[config.mk]
export PLATFORM = sky130hd
export DESIGN_NAME = circle_motion_ctrl
export DESIGN_NICKNAME = d
export VERILOG_FILES = /design/src/rtl/circle_motion_ctrl.sv
export SDC_FILE = /design/constraint.sdc
export NUM_CORES = 1
export LEC_CHECK = 0
export CAP_MARGIN = 20
export CORE_MARGIN = 5
export CORE_UTILIZATION = 40
export CTS_CLUSTER_DIAMETER = 60
export CTS_CLUSTER_SIZE = 16
export DETAILED_ROUTE_END_ITERATION = 12
export GPL_TIMING_DRIVEN = 0
export REMOVE_ABC_BUFFERS = 1
export SLEW_MARGIN = 20
export SYNTH_ARGS = -nofsm -noshare
export SYNTH_HDL_FRONTEND = slang
export SYNTH_SLANG_ARGS = --single-unit
[constraint.sdc]
create_clock -name PixClk -period 5.85 [get_ports PixClk]
set_clock_uncertainty 0.1 [all_clocks]
set_input_delay 0.585 -clock PixClk [delete_from_list [all_inputs] [get_ports PixClk]]
set_output_delay 0.585 -clock PixClk [all_outputs]
set_load 0.01 [all_outputs]
[src/rtl/circle_motion_ctrl.sv]
// Frame-synchronous sequencer for the circle generator: latches radius, clamps and
// bounces the centre once per frame in vertical blanking, with a debounced pause button.
module circle_motion_ctrl #(
  parameter int H_ACTIVE        = 640,
  parameter int V_ACTIVE        = 480,
  parameter int STEP            = 2,
  parameter int START_X         = 320,
  parameter int START_Y         = 240,
  parameter int DEBOUNCE_CYCLES = 250000
) (
  input  logic       PixClk,
  input  logic       Locked,
  input  logic [9:0] Vcounter,
  input  logic       push_btn,
  input  logic [7:0] switch,
  output logic [9:0] Hcentre,
  output logic [9:0] Vcentre,
  output logic [7:0] radius,
  output logic       paused,
  output logic       frame_tick
);

  localparam int CW = $clog2(DEBOUNCE_CYCLES + 1);
  localparam logic [9:0]         V_START = 10'(V_ACTIVE);
  localparam logic [7:0]         R_MAX   = 8'(V_ACTIVE / 2 - 1);
  localparam logic signed [10:0] H_LAST  = 11'(H_ACTIVE - 1);
  localparam logic signed [10:0] V_LAST  = 11'(V_ACTIVE - 1);
  localparam logic signed [10:0] STEP_S  = 11'(STEP);

  typedef enum logic [2:0] {S_WAIT, S_LATCH, S_CLAMP, S_MOVE, S_COMMIT} state_t;

  state_t state, state_nxt;
  logic   do_latch, do_clamp, do_move, do_commit;

  logic [9:0]         vcnt_q;
  logic               frame_start;
  logic [7:0]         r_q, r_lim;
  logic signed [10:0] x_q, y_q, r_s, x_hi, y_hi;
  logic signed [10:0] x_clamp, y_clamp, x_move, y_move;
  logic               dx_q, dy_q, x_flip, y_flip;

  logic          sync1, sync2, deb, deb_q;
  logic [CW-1:0] cnt;

  assign frame_start = (Vcounter == V_START) && (vcnt_q != V_START);

  always_ff @(posedge PixClk or negedge Locked) begin
    if (!Locked) state <= S_WAIT;
    else         state <= state_nxt;
  end

  always_comb begin
    state_nxt = state;
    case (state)
      S_WAIT:   if (frame_start) state_nxt = S_LATCH;
      S_LATCH:  state_nxt = S_CLAMP;
      S_CLAMP:  state_nxt = S_MOVE;
      S_MOVE:   state_nxt = S_COMMIT;
      S_COMMIT: state_nxt = S_WAIT;
      default:  state_nxt = S_WAIT;
    endcase
  end

  always_comb begin
    do_latch  = (state == S_LATCH);
    do_clamp  = (state == S_CLAMP);
    do_move   = (state == S_MOVE);
    do_commit = (state == S_COMMIT);
  end

  // Centre arithmetic is 11-bit signed so that x+STEP and edge compares never wrap.
  always_comb begin
    r_lim   = (switch > R_MAX) ? R_MAX : switch;
    r_s     = signed'({3'b000, r_q});
    x_hi    = H_LAST - r_s;
    y_hi    = V_LAST - r_s;
    x_clamp = (x_q < r_s) ? r_s : ((x_q > x_hi) ? x_hi : x_q);
    y_clamp = (y_q < r_s) ? r_s : ((y_q > y_hi) ? y_hi : y_q);

    x_flip = 1'b0;
    if (dx_q) begin
      if (x_q + STEP_S >= x_hi) begin x_move = x_hi; x_flip = 1'b1; end
      else                            x_move = x_q + STEP_S;
    end else begin
      if (x_q <= r_s + STEP_S) begin x_move = r_s; x_flip = 1'b1; end
      else                           x_move = x_q - STEP_S;
    end

    y_flip = 1'b0;
    if (dy_q) begin
      if (y_q + STEP_S >= y_hi) begin y_move = y_hi; y_flip = 1'b1; end
      else                            y_move = y_q + STEP_S;
    end else begin
      if (y_q <= r_s + STEP_S) begin y_move = r_s; y_flip = 1'b1; end
      else                           y_move = y_q - STEP_S;
    end
  end

  always_ff @(posedge PixClk or negedge Locked) begin
    if (!Locked) begin
      vcnt_q     <= '0;
      r_q        <= '0;
      x_q        <= 11'(START_X);
      y_q        <= 11'(START_Y);
      dx_q       <= 1'b1;
      dy_q       <= 1'b1;
      Hcentre    <= 10'(START_X);
      Vcentre    <= 10'(START_Y);
      radius     <= '0;
      frame_tick <= 1'b0;
    end else begin
      vcnt_q     <= Vcounter;
      frame_tick <= 1'b0;
      if (do_latch) r_q <= r_lim;
      if (do_clamp) begin
        x_q <= x_clamp;
        y_q <= y_clamp;
      end
      if (do_move && !paused) begin
        x_q  <= x_move;
        y_q  <= y_move;
        dx_q <= dx_q ^ x_flip;
        dy_q <= dy_q ^ y_flip;
      end
      if (do_commit) begin
        Hcentre    <= x_q[9:0];
        Vcentre    <= y_q[9:0];
        radius     <= r_q;
        frame_tick <= 1'b1;
      end
    end
  end

  // Counter restarts whenever the synchronized input agrees with the accepted level.
  always_ff @(posedge PixClk or negedge Locked) begin
    if (!Locked) begin
      sync1  <= 1'b0;
      sync2  <= 1'b0;
      deb    <= 1'b0;
      deb_q  <= 1'b0;
      cnt    <= '0;
      paused <= 1'b0;
    end else begin
      sync1 <= push_btn;
      sync2 <= sync1;
      deb_q <= deb;
      if (sync2 == deb) begin
        cnt <= '0;
      end else if (cnt == CW'(DEBOUNCE_CYCLES)) begin
        deb <= sync2;
        cnt <= '0;
      end else begin
        cnt <= cnt + 1'b1;
      end
      if (deb && !deb_q) paused <= ~paused;
    end
  end

endmodule
==> Word level (Yosys, flattened, before mapping) <==
Cells that the tools add are included.
{ "op_classes": {"add_sub_neg": 8, "magnitude_cmp": 9, "n_eq_ne": 9, "mux": 26, "bitwise": 4, "n_reduce_logical": 12} }
{ "ops": {"columns": ["op", "n"], "rows": [
  ["$mux W11", 14],
  ["$mux W18", 2],
  ["$add A11 B3 Y11 const B", 2],
  ["$lt A11 B9 Y1", 2],
  ["$sub A11 B3 Y11 const B", 2],
  ["$add A18 B1 Y18 const B", 1],
  ["$eq A18 B18 Y1 const B", 1],
  ["$pmux W3 S4", 1],
  ["$ge A11 B10 Y1", 1],
  ["$ge A11 B11 Y1", 1],
  ["$gt A11 B10 Y1", 1],
  ["$gt A11 B11 Y1", 1],
  ["$le A11 B10 Y1", 1],
  ["$le A11 B11 Y1", 1],
  ["$sub A10 B8 Y11 const A", 1],
  ["$eq A10 B9 Y1 const B", 1],
  ["$ne A10 B9 Y1 const B", 1],
  ["$sub A9 B8 Y10 const A", 1],
  ["$add A8 B2 Y9 const B", 1],
  ["$gt A8 B8 Y1 const B", 1],
  ["$mux W8", 1],
  ["$mux W1", 7],
  ["$eq A3 B2 Y1 const B", 2],
  ["$reduce_and A2 Y1", 3],
  ["other kinds (12)", 18]
]} }
{ "totals": {"reg_bits": 97, "in_bits": 21, "wordCells": 85} }

==> Logic depth before layout (Yosys ltp) <==
Gate-level depths: netlist of run 1.
{ "logic_depth": {"ltp_word": 6, "depth_mapped": 16, "ltp_nobuf": 13} }

==> Worst setup path after synthesis of run 1 <==
No wires, ideal clock.
{ "synth_path": {"kind": "reg2reg", "startpoint": "reg y_q[5]", "endpoint": "reg y_q[8]", "t_arrival_ps": 3068, "required_ps": 5663, "slack_ps": 2596, "stages_incl_launch_ff": 15, "path_buffers": 2, "period_less_slack_ps": 3254, "cell_sequence": "dfstp_2 -> clkbuf_1 -> nand2_1 -> nor2_1 -> xor2_1 -> ha_1 -> a21oi_1 -> o21a_1 -> o41ai_1 -> a211oi_1 -> clkbuf_1 -> o21ai_0 -> o32a_1 -> a221o_1 -> o211ai_1"} }
{ "synth_between": {"elab_chain_cells": 5} }
{ "synth_rtl": {"columns": ["element", "line_no", "text"], "rows": [
  ["start, declared", "38", "logic signed [10:0] x_q, y_q, r_s, x_hi, y_hi;"],
  ["start signal, assigned", "104", "y_q <= 11'(START_Y);"],
  ["start signal, assigned", "117", "y_q <= y_clamp;"],
  ["start signal, assigned", "121", "y_q <= y_move;"],
  ["$add A11 B3 Y11", "91, 92", null],
  ["$ge A11 B10 Y1", "91", "if (y_q + STEP_S >= y_hi) begin y_move = y_hi; y_flip = 1'b1; end"],
  ["$mux W11", "91", null],
  ["$mux W11", "90", "if (dy_q) begin"],
  ["$mux W11", "119", "if (do_move && !paused) begin"]
]} }
Parallel ways exist; a longest one is shown, timed or not. The select of a mux whose other input is x is not followed.
A chain may end at the register's enable or synchronous reset.

==> Worst setup path in the final report of run 1 <==
{ "layout_path": {"startpoint": "reg r_q[5]", "endpoint": "reg x_q[0]"} }
{ "layout_between": {"elab_chain_cells": 5} }
{ "layout_rtl": {"columns": ["element", "line_no", "text"], "rows": [
  ["start, declared", "37", "logic [7:0] r_q, r_lim;"],
  ["start signal, assigned", "114", "if (do_latch) r_q <= r_lim;"],
  ["$sub A10 B8 Y11 / $add A8 B2 Y9 (equally long branches)", "75, 85", null],
  ["$ge A11 B11 Y1 / $le A11 B11 Y1 (equally long branches)", "82, 85", null],
  ["$mux W11, on equally long branches", "82, 85", null],
  ["$mux W11", "81", "if (dx_q) begin"],
  ["$mux W11", "119", null],
  ["end signal, assigned", "103", "x_q <= 11'(START_X);"],
  ["end signal, assigned", "116", "x_q <= x_clamp;"],
  ["end signal, assigned", "120", "x_q <= x_move;"],
  ["end, declared", "38", null]
]} }
Parallel ways exist; a longest one is shown, timed or not. The select of a mux whose other input is x is not followed.

==> results of run 1 <==
==> kinds of logic after synthesis <==
kind of cell,synth area share (%)
AOI/OAI and AO/OA,17.7
xor gates and xnor gates,8.52
adders and majority gates,11.1
buffers and inverters,4.78
DFF,33.2
muxes,6.96
and+or+nand+nor,17.7
==> final cells by class <==
cell class,instances,share of cell area (%)
clock inverter,5,0.813
tap,229,3.45
sequential,97,29.4
inverter,29,1.31
timing repair buffer,55,6.78
multi-input combinational,599,55.2
clock buffer,11,3.04
==> report_power, final <==
| part | total, mW | switching (mW) | internal, mW | leakage [nW] |
|---|---|---|---|---|
| registers | 1.40 | 0.486 | 0.910 | 1.20 |
| clock network | 0.641 | 0.279 | 0.362 | 0.159 |
| logic | 3.28 | 1.78 | 1.50 | 2.13 |
==> how the worst min path moves through the flow <==
stage | startpoint | to | slack, ns | cells after the start
after floorplan | Locked | Hcentre[0] | 0.19 | 0
after global placement | sync1 | sync2 | 0.24 | 0
after detailed placement | sync1 | sync2 | 0.24 | 0
after CTS | Locked | y_q[8] | 0.01 | 1
after global routing | Locked | Vcentre[3] | 0.04 | 1
final | Locked | y_q[8] | 0.01 | 1
==> layer usage <==
metal	vias up	global-route usage (%)
li1	2869	-
met1	2979	25.1
met2	204	29.8
met3	39	2.46
met4	0	7.56
met5	-	0
==> cell usage in the layout (no fill, tap or decap), types with 5 or more instances in the layout <==
cell type / netlist / final
a2111oi_0: 5 / 5
a211oi_1: 12 / 11
a21oi_1: 32 / 32
a2bb2oi_1: 5 / 5
a31oi_1: 11 / 11
and2_1: 6 / 6
and3_1: 5 / 5
clkbuf_16: 0 / 9
clkdlybuf4s50_1: 0 / 49
dfrtp_1: 83 / 83
dfstp_2: 14 / 14
ha_1: 65 / 65
inv_1: 27 / 27
mux2_2: 32 / 32
mux2i_1: 14 / 14
nand2_1: 44 / 44
nand2b_1: 9 / 9
nand3_1: 25 / 25
nand4_1: 7 / 7
nor2_1: 66 / 65
nor3_1: 19 / 19
nor4_1: 7 / 7
o211ai_1: 12 / 12
o21a_1: 7 / 7
o21ai_0: 33 / 33
o22ai_1: 6 / 6
or3_1: 14 / 14
xnor2_1: 34 / 34
xor2_1: 23 / 23
==> state kept, by name, indices dropped and copies added, names as in the netlist, 3 cells and up <==
name and cells:
x_q 11, Vcentre 10, state 3, Hcentre 10, cnt 18, radius 8
r_q 8, vcnt_q 10, y_q 11
==> through the flow <==
step | hold slack (ns) | util [%] | power, mW
after floorplan | 0.189 | - | 3.60
after global placement | 0.236 | 43.8 | 4.51
after detailed placement | 0.244 | 44.3 | 4.64
after CTS | 0.0141 | 46.1 | 5.31
after global routing | 0.0361 | 46.1 | 5.76
final | 0.0104 | 46.1 | 5.31
==> worst max-delay path, delay by kind of cell (launching register included) <==
family / cells / cell delay [ns]
AO/OA/AOI/OAI: 4 / 1.20
adder cells (fa/ha/maj): 1 / 0.24
buffers and inverters: 1 / 0.53
flip-flops: 1 / 0.79
multiplexers: 1 / 0.34
AND/OR/NAND/NOR: 4 / 0.98
==> flow_metrics.tcl, run 1 <==
set metrics [dict create \
    r2r-start "r_q[5]" \
    clockBufferDepth 2 \
    drt_wl_total_um 19400 \
    cts_max_level 3 \
    critical_path_class "reg -> reg" \
    grt_pass1_vias 6201 \
    min_period_over_period_pct 73.6 \
    cts_resized 0 \
    drc 0 \
    gp_congestion 0.894 \
    cts_made_buffers 9 \
    synth_seq_area_share_pct 33.2 \
    antenna_cells 0 \
    wl_per_cell_um 19.0 \
    die_height_um 146 \
    via_per_inst 5.94 \
    fin_ws_ns 1.55 \
    grt_max_degree 67 \
    synthTopCellsByArea "dfrtp_1, ha_1, dfstp_2" \
    yosysTopAreaCellShare_pct 28.2 \
    min_period_ns 4.30 \
    syn_area_um2 7360 \
    portBuffers 50 \
    setup_tns_ns 0 \
    irDropWorstVdd_mv 0.214 \
    syn_inst 772 \
    highest_layer "met4" \
    slowest_stage "dfrtp_1" \
    drt-initial-drc-count 482 \
    place_inst 1009 \
    synth.distinct_cells 88 \
    power.leakage_nw 3.49 \
    ys.flop_type "dfrtp_1" \
    dpl-instance-area_um2 7990 \
    r2r_cells 11 \
    dr_wl_met3_um 1080 \
    reg2reg_to "x_q[0]" \
    tightest_slew_ns 1.01 \
    cap_violations 0 \
    dp_hpwl_um 13800 \
    met2_length_um 8930 \
    synth_edf_count 0 \
    nFillCells 1735 \
    yosys_warnings 0 \
    wl_met1_um 8940 \
    ios 51 \
    slew_headroom_pct 32.4 \
    die_w_um 146 \
    rows 49 \
    hold_buffers 0 \
    max_freq_ghz 0.232 \
    cts.sink_count 97 \
    vias 6091 \
    syn_avg_cell_area_um2 9.53 \
    antenna_found_initial 0 \
    synth-seq-cells 97 \
    synth_common_cells "dfrtp_1, nor2_1, ha_1, nand2_1, xnor2_1" \
    grt_pass1_wl_um 32400 \
    area_delta_synth_final_pct 13.0 \
    postRouteAntennaNets 0 \
    crit_path_start_kind "register" \
    ctsRootBufferMaster "clkbuf_16" \
    critPathRequiredTime_ns 5.99 \
    hold_path.class "in -> async" \
    instances_no_fill 1025 \
    core_um2 18000 \
    final-setup-viol-count 0 \
    worstPathArrival_ns 4.44 \
    endpoint_kind "register" \
    seqCellArea_um2 2440 \
    start_util_pct 40.8 \
    cts_setup_buffers 0 \
    synthArstFlopShare_pct 100 \
    drt_pre_antenna_iters 5 \
    critPathCapture "x_q[0]" \
    cts_tree "built" \
    rsz0062_at_grt "no" \
    rrSetupSlack_ns 1.55 \
    grt_use_total_pct 18.5 \
    multi_input_area_um2 4590 \
    clock_latency_ns 0.36 \
    grt_overflow_total 0 \
    final_nets 877 \
    place_ws_ns 1.61 \
    cts.clk_slew.worst_paths_ns 0.08 \
    startpoint "r_q[5]" \
    status "finished, final reports clean" \
    synth_top_cell_by_area "dfrtp_1" \
    yosysMostFrequentCell "dfrtp_1" \
    p_per_area_nw_per_um2 640 \
    final_layout_size_suffix_gt1_share_pct 13.1 \
    path_cells "inv_1 -> nor2_4 -> nand3_1 -> ha_1 -> or3_1 -> a31oi_1 -> o31ai_2 -> o221ai_2 -> nand2_1 -> a31oi_2 -> mux2_1" \
    final_area_um2 8310 \
    die-area_um2 21200 \
    slowest_delay_ns 0.79 \
    crit_fanout 17 \
    slew_violations 0 \
    hold_violations 0 \
]
(Power assumes the default switching activity.)
==> run 2: changes to the inputs <==
==> constraint.sdc (replaced) <==
create_clock -name PixClk -period 3.7 [get_ports PixClk]
set_clock_uncertainty 0.1 [all_clocks]
set_input_delay 0.37 -clock PixClk [delete_from_list [all_inputs] [get_ports PixClk]]
set_output_delay 0.37 -clock PixClk [all_outputs]
set_load 0.01 [all_outputs]
==> flow_metrics.tcl, run 2 (synthesized netlist as in run 1, its figures left out) <==
set metrics [dict create \
    portBuffers 50 \
    cts_made_buffers 9 \
    r2r_cells 11 \
    slew_violations 0 \
    rrSetupSlack_ns 0.10 \
    crit_top_cell "ha_1" \
    min_period_over_period_pct 97.2 \
    antenna_found_initial 0 \
    grt_pass1_vias 6234 \
    antenna_cells 0 \
    grt_overflow_total 0 \
    final_nets 892 \
    hp-start "sync1" \
    holdPathEnd "sync2" \
    drt_pre_antenna_iters 5 \
    p_per_area_nw_per_um2 1030 \
    wl_per_cell_um 18.9 \
    cts_tree "built" \
    regMostFlops "cnt" \
    crit_path_start_kind "register" \
    hold_path.class "reg -> reg" \
    clock_latency_ns 0.36 \
    hold_violations 0 \
    layout_common_cells "dfrtp_1, ha_1, nor2_1" \
    rsz0062_at_grt "yes" \
    endpoint_kind "register" \
    slowest_stage "dfrtp_4" \
    worstPathArrival_ns 3.74 \
    irDropWorstVdd_mv 0.358 \
    ios 51 \
    seqCellArea_um2 2460 \
    tightest_slew_ns 1.01 \
    critical_path_class "reg -> reg" \
    rows 49 \
    dpl-instance-area_um2 7990 \
    gp_congestion 0.894 \
    cts.clk_slew.worst_paths_ns 0.07 \
    multi_input_area_um2 4650 \
    grt_max_degree 67 \
    clockBufferDepth 2 \
    cts_max_level 3 \
    layout_commonest_cell "dfrtp_1" \
    final_layout_size_suffix_gt1_share_pct 16.8 \
    via_per_inst 5.89 \
    max_freq_ghz 0.278 \
    hold_ws_ns 0.255 \
    ctsRootBufferMaster "clkbuf_16" \
    drt-initial-drc-count 371 \
    power_mw 8.78 \
    grt_use_total_pct 18.7 \
    core_um2 18000 \
    die_height_um 146 \
    power.leakage_nw 3.56 \
    final_util_pct 47.2 \
    drt_wl_total_um 19700 \
    final_area_um2 8510 \
    cap_violations 0 \
    slowest_delay_ns 0.60 \
    grt_pass1_wl_um 32700 \
    start_util_pct 40.8 \
    cts.sink_count 97 \
    area_delta_synth_final_pct 15.6 \
    min_period_ns 3.60 \
    final-setup-viol-count 0 \
    status "finished, final reports clean" \
    r2r-start "r_q[2]" \
    largest_register_ffs 18 \
    dp_hpwl_um 13800 \
    min_path_cells 0 \
    crit_fanout 20 \
    postRouteAntennaNets 0 \
    nFillCells 1728 \
    path_cells "ha_1 -> xnor2_1 -> ha_1 -> nand2_1 -> nor3_1 -> a21o_1 -> a211oi_2 -> o21ai_4 -> nand2b_1 -> a31oi_1 -> mux2_2" \
    drc 0 \
    slew_headroom_pct 32.7 \
    vias 6128 \
    reg2reg_to "y_q[0]" \
    die_w_um 146 \
    largestRegisters "cnt (18), x_q (11), y_q (11)" \
    critPathRequiredTime_ns 3.84 \
    die-area_um2 21200 \
]
run 2: cell types whose count changed in the layout (fill, tap and decap cells not counted), sizes merged:
cell and delta:
buf +14, clkinvlp +2, inv -2, dlygate4sd3 +1
run 2: per-stage QoR:
stage / std cells / setup TNS [ns] / worst slack [ns]
6_report: 1040 / 0 / 0.103
5_1_grt: 1040 / -0.0885 / -0.0608
4_1_cts: 1035 / 0 / 0.0328
3_5_place_dp: 1009 / -5.16 / -0.539
3_3_place_gp: 1004 / -170.28 / -1.53
2_1_floorplan: 725 / 0 / 0.203
run 2: critical path, delay by kind of cell (launching register included):
family	cells	cell delay (ns)
fa+ha+maj	2	0.63
compound gates	4	0.94
simple gates	3	0.68
flops	1	0.60
mux	1	0.34
xor+xnor	1	0.19
run 2: cell type report:
type,instances,area share (%)
Sequential cell,97,28.9
Inverter,29,1.37
Timing Repair Buffer,70,7.97
Tap cell,229,3.37
Clock inverter,5,0.794
Clock buffer,11,2.97
Multi-Input combinational cell,599,54.6
run 2: worst max-delay path by stage:
stage | startpoint | to | slack [ns] | depth (start not counted)
floorplan | y_q[2] | y_q[0] | 0.20 | 13
global placement | Locked | Hcentre[7] | -1.53 | 1
detailed placement | r_q[5] | x_q[0] | -0.54 | 11
CTS | x_q[1] | x_q[0] | 0.03 | 11
global route | r_q[5] | y_q[0] | -0.06 | 11
finish | r_q[2] | y_q[0] | 0.10 | 11
run 2: timing repair:
action / 4_1_cts / 5_1_grt
endpoints found under the setup margin: 23 / 11
hold endpoints to repair: 20 / 0
gates cloned: 0 / 0
pin swaps: 1 / 1
resized for setup: 12 / 11
hold buffers: 1 / 0
setup buffers: 9 / 5
run 2: per-layer routing:
metal | global-route usage (%) | routed length (µm) | vias up
met3 | 2.43 | 1150 | 37
met1 | 25.6 | 9010 | 2975
li1 | - | - | 2905
met5 | 0 | 0 | -
met2 | 30.0 | 9020 | 211
met4 | 7.84 | 523 | 0
run 2: power by group:
group	switching, mW	internal, mW	total [mW]	leakage, nW
logic	2.94	2.61	5.54	2.21
registers	0.775	1.45	2.23	1.19
clock network	0.443	0.572	1.02	0.159
==> RTL edit 1 (settings of run 1) <==
Register the inputs `Vcounter`, `push_btn` and `switch` before use. The logic sees them one clock later.
--- a/src/rtl/circle_motion_ctrl.sv
+++ b/src/rtl/circle_motion_ctrl.sv
@@ -29,6 +29,16 @@
 
   typedef enum logic [2:0] {S_WAIT, S_LATCH, S_CLAMP, S_MOVE, S_COMMIT} state_t;
 
+  logic [9:0] Vcounter_q;
+  logic push_btn_q;
+  logic [7:0] switch_q;
+
+  always_ff @(posedge PixClk) begin
+    Vcounter_q <= Vcounter;
+    push_btn_q <= push_btn;
+    switch_q   <= switch;
+  end
+
   state_t state, state_nxt;
   logic   do_latch, do_clamp, do_move, do_commit;
 
@@ -42,7 +52,7 @@
   logic          sync1, sync2, deb, deb_q;
   logic [CW-1:0] cnt;
 
-  assign frame_start = (Vcounter == V_START) && (vcnt_q != V_START);
+  assign frame_start = (Vcounter_q == V_START) && (vcnt_q != V_START);
 
   always_ff @(posedge PixClk or negedge Locked) begin
     if (!Locked) state <= S_WAIT;
@@ -70,7 +80,7 @@
 
   // Centre arithmetic is 11-bit signed so that x+STEP and edge compares never wrap.
   always_comb begin
-    r_lim   = (switch > R_MAX) ? R_MAX : switch;
+    r_lim   = (switch_q > R_MAX) ? R_MAX : switch_q;
     r_s     = signed'({3'b000, r_q});
     x_hi    = H_LAST - r_s;
     y_hi    = V_LAST - r_s;
@@ -109,7 +119,7 @@
       radius     <= '0;
       frame_tick <= 1'b0;
     end else begin
-      vcnt_q     <= Vcounter;
+      vcnt_q     <= Vcounter_q;
       frame_tick <= 1'b0;
       if (do_latch) r_q <= r_lim;
       if (do_clamp) begin
@@ -141,7 +151,7 @@
       cnt    <= '0;
       paused <= 1'b0;
     end else begin
-      sync1 <= push_btn;
+      sync1 <= push_btn_q;
       sync2 <= sync1;
       deb_q <= deb;
       if (sync2 == deb) begin
Check against the original RTL: not equivalent (a bounded check fails within 10 cycles, from zero or initial values).
==> RTL edit 1 against run 1 <==
  * Design area increased by 4.8%
  * First-iteration DRC count is 7.1% higher
  * Clock power grew 59%
  * Setup slack worse by 0.13 ns
  * Sequential cell count grew 19
  * Critical endpoint is now y_q[7]
  * Via count down 3.9%
  * Utilization is 2.0 points higher
  * Total power grew 6.0%
  * Wire length decreased by 4.6%
  * Area after synthesis increased by 0.83%
  * Non-clock buffer count grew 4
  * Critical path depth down 1
  * Synthesized cell count shrank 2.5%
  * Critical path type unchanged
  * Highest routed layer unchanged
==> RTL edit 1: results (changes against run 1) <==
status:
  status: "complete, no violations"
global_routing:
  grt_pass1_wl_mm: 31.3  # -3.3%
  met2_usage_pct: 28.6  # -1.1 points
  grt_pass1_vias: 5994  # -3.3%
  grtUsageMet3_pct: 3.84  # +1.4 points
  grt_max_degree: 66  # -1.5%
yosys:
  ys_async_sr_fraction_pct: 83.6  # -16 points
  synth-xor-area-share_pct: 8.87  # +0.35 points
  ys_seq_area_share_pct: 38.1  # +4.9 points
  synthMuxAreaShare_pct: 6.61  # -0.34 points
  ys_top_cells_by_count: "dfrtp_1 (83), ha_1 (65), nor2_1 (57)"
  synth_top_cells_by_area: "dfrtp_1 (28%), ha_1 (11%), dfxtp_1 (5.1%)"
  synth_compound_area_share_pct: 14.6  # -3.1 points
sta:
  fin_ws_ns: 1.42  # -0.126 ns
  worst_pin_slew_ns: 0.890  # -0.120 ns
  whs_ns: 0.229  # +0.218 ns
finish:
  drive_gt1_share_pct: 14.3  # +1.3 points
  final_nets: 875  # -0.23%
clocking:
  clkSlewWorstSetupHoldPaths_ns: 0.06  # -0.02 ns
  cts_hold_buffers: 1  # +1
  clk_latency_ns: 0.42  # +0.06 ns
  cts_made_buffers: 17  # +8
  cts-htree-levels: 4  # +1
routing:
  wl_met2_mm: 8.60  # -3.7%
  met1_length_mm: 8.68  # -2.9%
  route.met3.wl_um: 910  # -16%
  first_iter_violations: 516  # +7.1%
  wl_mm: 18.5  # -4.6%
place:
  hpwl_mm: 13.4  # -2.9%
  gp_congestion: 0.871  # -2.6%
  pre_cts_ws_ns: 1.52  # -0.0919 ns
worst_setup_path:
  r2r_end: "y_q[7]"
  worstRegToRegCells: 10  # -1
  cp_max_fo: 16  # -1
  arrival_ns: 4.66  # +0.22 ns
  crit_family: "simple AND/OR/NAND/NOR gates"
power:
  ir_worst_vdd_mv: 0.269  # +26%
worst_hold_path:
  holdPathStages: 0
==> RTL edit 1: power by group <==
group / switching (mW) / internal, mW / leakage, nW
clock network: 0.413 / 0.608 / 0.286
registers: 0.474 / 1.06 / 1.36
logic: 1.62 / 1.46 / 2.09
==> RTL edit 1: layout make-up <==
type	count	area [sq um]
Multi-Input combinational cell	561	4290
Fill cell	1669	9380
Clock inverter	12	109
Tap cell	229	287
Clock buffer	20	479
Timing Repair Buffer	59	591
Sequential cell	116	2830
Inverter	34	128
==> RTL edit 1: through the flow <==
| step | instances | cell area, sq um | util [%] |
|---|---|---|---|
| finish | 1031 | 8710 | 48.1 |
| global route | 1031 | 8710 | 48.1 |
| CTS | 1031 | 8710 | 48.1 |
| detailed placement | 998 | 8110 | 44.8 |
| global placement | 990 | 7990 | 44.2 |
| floorplan | 711 | 7200 | - |
==> RTL edit 2 (flow settings as in run 1) <==
Without the edit above. Set the parameter `DEBOUNCE_CYCLES` to 500000 (it was 250000).
--- a/src/rtl/circle_motion_ctrl.sv
+++ b/src/rtl/circle_motion_ctrl.sv
@@ -6,7 +6,7 @@
   parameter int STEP            = 2,
   parameter int START_X         = 320,
   parameter int START_Y         = 240,
-  parameter int DEBOUNCE_CYCLES = 250000
+  parameter int DEBOUNCE_CYCLES = 500000
 ) (
   input  logic       PixClk,
   input  logic       Locked,
Formal check against the unedited RTL: no difference found for any inputs over 10 cycles, from zero or initial values; that may be too few to reach the edited logic, so the function may still have changed.
==> RTL edit 2 against run 1 <==
  * Area after synthesis fell by 0.94%
  * Setup slack got worse by 0.10 ns
  * Wire length fell by 1.2%
  * Maximum frequency fell by 2.4%
  * Largest cell class unchanged
  * Hold slack improved by 0.039 ns
  * Total power fell by 0.90%
  * Design area fell by 1.2%
  * Sequential cell count rose by 1
  * Die area fell by 0.87%
  * Synthesized cell count rose by 2.1%
  * Largest power group unchanged
==> RTL edit 2: results (changes against run 1) <==
finish:
  clockBufferCount: 10  # -1
  largest_register_ffs: 19  # +1
  final_nets: 893  # +1.8%
  multi_input_area_sq_mm: 0.00448  # -2.2%
  regArea_sq_mm: 0.00247  # +1.0%
  multi_input_cells: 609  # +1.7%
  fill_cells: 1736  # +0.058%
  bufAreaShareNonClock_pct: 6.72  # -0.057 points
  signal_buffers: 54  # -1.8%
  drive_gt1_share_pct: 10.8  # -2.2 points
sta:
  worst_pin_slew_ns: 0.988  # -0.0218 ns
  fmax_mhz: 227  # -2.4%
  whs_ns: 0.0494  # +0.0390 ns
yosys:
  synth_compound_area_share_pct: 18.2  # +0.44 points
  synth_top_cells_by_area: "dfrtp_1 (29%), ha_1 (11%), dfstp_2 (5.0%)"
  synthMuxAreaShare_pct: 5.44  # -1.5 points
  synth-xor-area-share_pct: 8.53  # +0.012 points
  ys_seq_area_share_pct: 33.9  # +0.66 points
place:
  hpwl_mm: 14.0  # +1.4%
  gp_congestion: 0.916  # +2.4%
  pre_cts_ws_ns: 1.56  # -0.0456 ns
  dpl_cell_area_sq_mm: 0.00792  # -0.91%
global_routing:
  grt_max_degree: 56  # -16%
  grt_pass1_vias: 5864  # -5.4%
  grt_pass1_wl_mm: 31.8  # -1.8%
  met2_usage_pct: 28.7  # -1.1 points
  grtUsageMet3_pct: 3.46  # +1.0 points
  grt.total_usage_pct: 18.1  # -0.34 points
routing:
  wl_per_cell_um: 18.4  # -2.7%
  wl_met2_mm: 8.76  # -1.8%
  route.met3.wl_mm: 1.14  # +5.5%
  met1_length_mm: 9.07  # +1.5%
  viasPerCell: 5.85  # -1.6%
  wl_mm: 19.2  # -1.2%
power:
  p_per_area_mw_per_mm2: 641  # +0.28%
  ir_worst_vdd_mv: 0.362  # +70%
  total_leakage_power_nw: 3.46  # -0.88%
worst_setup_path:
  r2r_slack_ns: 1.44  # -0.10 ns
  cp_max_fo: 13  # -4
  arrival_ns: 4.55  # +0.11 ns
status:
  status: "complete, no violations"
[RTL edit 2: changes by cell type in the layout (fill, tap and decap cells not counted), sizes merged, moves of 5 or more]
| cell | delta |
|---|---|
| and3 | +5 |
| o211ai | -8 |
| a2bb2oi | -5 |
| a21o | +5 |
| nand3 | +10 |
| nand2 | +13 |
| mux2i | -7 |
| a21oi | +7 |
[RTL edit 2: report_power, final]
| group | leakage (nW) | total, mW | switching (mW) | internal [mW] |
|---|---|---|---|---|
| Clock | 0.141 | 0.587 | 0.281 | 0.306 |
| Sequential | 1.19 | 1.44 | 0.503 | 0.934 |
| Combinational | 2.12 | 3.24 | 1.75 | 1.49 |
[RTL edit 2: final timing paths]
kind                         from  endpoint  cells after the start
max in group asynchronous  Locked    y_q[5]                      2
max reg2reg                r_q[7]    y_q[7]                      9
max                        r_q[7]    y_q[7]                      9
min                        Locked    cnt[2]                      1
min reg2reg                 sync1     sync2                      0
min in group PixClk         sync1     sync2                      0
